$ cat src/rtl/seg_scan_ctrl.sv
// Purpose: time-multiplexed 4-digit scan controller, BLANK gap before each lit digit, frame-aligned word updates.
// Latency: all outputs registered; a word accepted in frame N is displayed from the frame N+1 boundary onward.
// Backpressure: word_ready drops after a transfer and rises the cycle after the pending word is applied at a frame boundary.
module seg_scan_ctrl #(
    parameter int REFRESH_DIV  = 50000,
    parameter int BLANK_CYCLES = 16
) (
    input  logic        clk,
    input  logic        rst_n,
    input  logic [15:0] word_in,
    input  logic        word_valid,
    output logic        word_ready,
    input  logic [3:0]  blank_mask,
    output logic [3:0]  code_out,
    output logic [3:0]  an_out,
    output logic        frame_done
);

    localparam int MAXC = (REFRESH_DIV > BLANK_CYCLES) ? REFRESH_DIV : BLANK_CYCLES;
    localparam int CW   = (MAXC > 1) ? $clog2(MAXC) : 1;
    localparam logic [CW-1:0] SHOW_LAST  = CW'(REFRESH_DIV - 1);
    localparam logic [CW-1:0] BLANK_LAST = CW'(BLANK_CYCLES - 1);
    localparam logic [CW-1:0] SHOW_PRE   = CW'((REFRESH_DIV >= 2) ? REFRESH_DIV - 2 : 0);

    typedef enum logic {ST_BLANK, ST_SHOW} state_t;

    state_t      state;
    logic [CW-1:0] cnt;
    logic [1:0]  idx;
    logic [15:0] disp;
    logic [15:0] pend_word;
    logic        pend;

    logic        xfer;
    logic        boundary;
    logic        fd_nxt;
    logic [1:0]  idx_nxt;
    logic [15:0] disp_nxt;

    function automatic logic [3:0] lit_an(input logic [1:0] i, input logic [3:0] m);
        logic [3:0] a;
        a    = 4'b1111;
        a[i] = 1'b0;
        return a | m;
    endfunction

    assign xfer     = word_valid && word_ready;
    assign boundary = (state == ST_SHOW) && (cnt == SHOW_LAST) && (idx == 2'd3);
    assign idx_nxt  = idx + 2'd1;
    assign disp_nxt = (boundary && pend) ? pend_word : disp;

    // frame_done is registered, so raise it one cycle ahead of digit 3's last SHOW cycle
    assign fd_nxt = (idx == 2'd3) &&
                    (((state == ST_SHOW) && (REFRESH_DIV >= 2) && (cnt == SHOW_PRE)) ||
                     ((state == ST_BLANK) && (REFRESH_DIV == 1) && (cnt == BLANK_LAST)));

    always_ff @(posedge clk or negedge rst_n) begin
        if (!rst_n) begin
            state      <= ST_BLANK;
            cnt        <= '0;
            idx        <= 2'd0;
            disp       <= 16'hFFFF;
            pend_word  <= 16'h0000;
            pend       <= 1'b0;
            word_ready <= 1'b1;
            code_out   <= 4'hF;
            an_out     <= 4'b1111;
            frame_done <= 1'b0;
        end else begin
            frame_done <= fd_nxt;
            if (xfer) begin
                pend_word  <= word_in;
                pend       <= 1'b1;
                word_ready <= 1'b0;
            end
            case (state)
                ST_BLANK: begin
                    if (cnt == BLANK_LAST) begin
                        state  <= ST_SHOW;
                        cnt    <= '0;
                        an_out <= lit_an(idx, blank_mask);
                    end else begin
                        cnt <= cnt + 1'b1;
                    end
                end
                ST_SHOW: begin
                    if (cnt == SHOW_LAST) begin
                        state    <= ST_BLANK;
                        cnt      <= '0;
                        idx      <= idx_nxt;
                        an_out   <= 4'b1111;
                        code_out <= disp_nxt[{idx_nxt, 2'b00} +: 4];
                        // ready is low while pending, so this never collides with a capture
                        if (boundary && pend) begin
                            disp       <= pend_word;
                            pend       <= 1'b0;
                            word_ready <= 1'b1;
                        end
                    end else begin
                        cnt    <= cnt + 1'b1;
                        an_out <= lit_an(idx, blank_mask);
                    end
                end
                default: state <= ST_BLANK;
            endcase
        end
    end

endmodule

$ cat config.mk
export PLATFORM = sky130hd
export DESIGN_NAME = seg_scan_ctrl
export DESIGN_NICKNAME = d
export VERILOG_FILES = /design/src/rtl/seg_scan_ctrl.sv
export SDC_FILE = /design/constraint.sdc
export NUM_CORES = 1
export LEC_CHECK = 0
export ABC_AREA = 1
export CAP_MARGIN = 40
export CORE_MARGIN = 2
export CORE_UTILIZATION = 40
export CTS_BUF_LIST = sky130_fd_sc_hd__clkbuf_8
export DETAILED_ROUTE_END_ITERATION = 16
export GPL_TIMING_DRIVEN = 0
export PLACE_DENSITY = 0.61
export SKIP_CTS_REPAIR_TIMING = 1
export SYNTH_ARGS = -nofsm -noshare
export SYNTH_HDL_FRONTEND = slang
export SYNTH_SLANG_ARGS = --single-unit
$ cat constraint.sdc
create_clock -name clk -period 4.6 [get_ports clk]
set_input_delay 0.46 -clock clk [delete_from_list [all_inputs] [get_ports clk]]
set_output_delay 0.46 -clock clk [all_outputs]
set_load 0.02 [all_outputs]
==> impl_metrics.json <==
{
  "finalNonFillerCells": 487,
  "synth_top_area_share_pct": 30.59,
  "htree_levels": 3,
  "dp.cells": 471,
  "core-area_mm2": 0.007292,
  "die_area_mm2": 0.008278,
  "clk_pin_slew_ns": 0.07,
  "preCtsSetupSlack_ns": 2.437,
  "fp.dieW_um": 90.99,
  "syn_inst": 339,
  "crit_required_ns": 4.88,
  "initialDrtViolationCount": 77,
  "postLayoutCoreUtil_pct": 50.57,
  "synth_area_mm2": 0.003027,
  "crit_type": "register to register",
  "nets": 412,
  "ir_drop_v": 0.0001571,
  "slew_viol_final": 0,
  "grtUsageTotal_pct": 16.77,
  "cts_made_buffers": 9,
  "relSlewSlack_pct": 50.01,
  "cp.arrival_ns": 2.23,
  "synthArstFlopShare_pct": 100.0,
  "numClockSinks": 62,
  "finalHoldViolCount": 0,
  "areaGrowthSynthToFinish_pct": 21.83,
  "ant_nets": 0,
  "place_congestion": 0.8182,
  "p_leak_nw": 1.722,
  "fin_setup_tns_ns": 0,
  "timing.final.crit_period_ns": 1.955,
  "drt-wirelength-per-cell_um": 12.94,
  "status": "complete, no violations",
  "avgViaCountPerCell": 4.770,
  "port-buffer-count": 32,
  "drive_gt1_share_pct": 17.53,
  "cts_tree": "done",
  "syn_nets": 368,
  "placed_area_mm2": 0.003486,
  "post-route-drc-count": 0,
  "yosysTopAreaCell": "dfrtp_1",
  "rows": 31,
  "setup_viol": 0,
  "synth_edf_count": 0,
  "synthTopCellsByArea": "dfrtp_1 31%, dfstp_2 22%, nand2_1 12%",
  "synth-main-ff-cell": "dfrtp_1",
  "drt_pass1_iterations": 4,
  "fin_skew_ns": 0.009133,
  "antenna_cells": 0,
  "ios": 33,
  "design_area_mm2": 0.003687,
  "ys_ff_latch": 62,
  "dp_hpwl_um": 4462,
  "postSynthAreaPerCell_um2": 8.928,
  "max_cap_violations": 0,
  "power_mw": 1.116,
  "cts_root_buffer": "clkbuf_8",
  "rsz0062_at_grt": "no",
  "grt_overflow": 0,
  "first_global_vias": 2335,
  "die_y_um": 90.99,
  "tightest_slew_ns": 0.7498,
  "initial_utilization_pct": 41.51,
  "crit_path_end_kind": "register",
  "vias": 2323,
  "fin_crit_sh_pct": 42.49,
  "ys_seq_area_share_pct": 52.29,
  "synth_warnings": 0,
  "cts.path.max_buffers": 2,
  "yosysUniqueCellTypes": 33,
  "hp-class": "input pin to asynchronous set/reset pin",
  "clk_latency_ns": 0.34,
  "drt_wl_total_um": 6301,
  "antenna_found_initial": 0,
  "fin_ws_ns": 2.645,
  "grt_max_degree": 33,
  "grt_pass1_wl_um": 11100,
  "critPathLaunchType": "register",
  "hold_ws_ns": 0.1888,
  "critPathMaxFanout": 10,
  "max_freq_mhz": 511.6,
  "p_per_area_mw_per_mm2": 302.8
}
-- worst paths after layout --
kind                           from           to  slack (ns)  cells after the start
min in group clk           disp[13]     disp[13]        0.47                      2
max reg2reg                  idx[0]         pend        2.65                      8
min                           rst_n       idx[1]        0.19                      1
max in group asynchronous     rst_n  code_out[1]        3.71                      2
min reg2reg                disp[13]     disp[13]        0.47                      2
max                          idx[0]         pend        2.65                      8
-- Yosys cell counts (2+ instances only) --
master	number
nor3_1	5
inv_1	41
nand2_2	3
nand3_1	21
xor2_1	10
nor2_1	17
buf_6	3
nand2_1	95
nor4_1	3
clkbuf_1	2
o211ai_1	8
clkinv_1	2
nand4_1	11
o21ai_0	11
nand3_4	2
nor2_4	2
nand3b_1	9
ha_1	6
dfrtp_1	37
dfstp_2	25
inv_2	4
nor2_2	3
o21ai_1	4
o21ai_2	4
a21oi_1	3
-- cell families (layout without fill, tap and decap cells) --
group	count (synthesis)	count (layout)	synth area share, %
AO/OA/AOI/OAI	31	31	6.407
XOR/XNOR	10	10	2.894
adder cells (fa/ha/maj)	6	6	2.480
buffers and inverters	54	103	7.606
flip-flops	62	62	52.29
AND/OR/NAND/NOR	176	176	28.32
-- flip-flops by register name, summed over array words and instances, names as in the netlist --
name,count
code_out,4
cnt,16
disp,16
pend_word,16
an_out,4
idx,2
word_ready,1
pend,1
frame_done,1
state,1
-- report_power, final --
part | switching [mW] | internal (mW)
clock network | 0.214 | 0.275
logic | 0.0281 | 0.0264
registers | 0.00757 | 0.565
total | 0.250 | 0.867
-- metal layers --
| layer | wire length, um | GRT usage, % |
|---|---|---|
| met5 | 0 | 0 |
| met4 | 106 | 6.944 |
| met2 | 2919 | 26.30 |
| met1 | 3092 | 22.54 |
| met3 | 183 | 3.651 |
-- critical path, stage by stage, from the launching register on --
cell and delay [ns]:
dfrtp_1 0.41, ha_1 0.25, nand2_1 0.09, clkinv_1 0.26, nand3_4 0.24, buf_6 0.17
buf_2 0.27, o21ai_0 0.13, inv_1 0.06
-- placed cells by master, fill, tap and decap left out, types with 6 or more instances in the layout --
cell type        instances
clkbuf_8                11
dfrtp_1                 37
o211ai_1                 8
nand2_1                 95
nor2_1                  17
xor2_1                  10
nand3_1                 21
inv_1                   43
dfstp_2                 25
nand4_1                 11
nand3b_1                 9
ha_1                     6
o21ai_0                 11
clkdlybuf4s50_1         31
-- area by class of cell --
class / instances / area, um^2
repair buffers: 33 / 335.3
multi-input cells: 223 / 1214
flip-flops and latches: 62 / 1583
fillers: 741 / 3605
clock inverters: 5 / 50.05
inverters: 47 / 176.4
clock buffers: 11 / 151.4
plain buffers: 7 / 53.80
well taps: 99 / 123.9
Note: power is estimated with default switching activity, not from simulation.
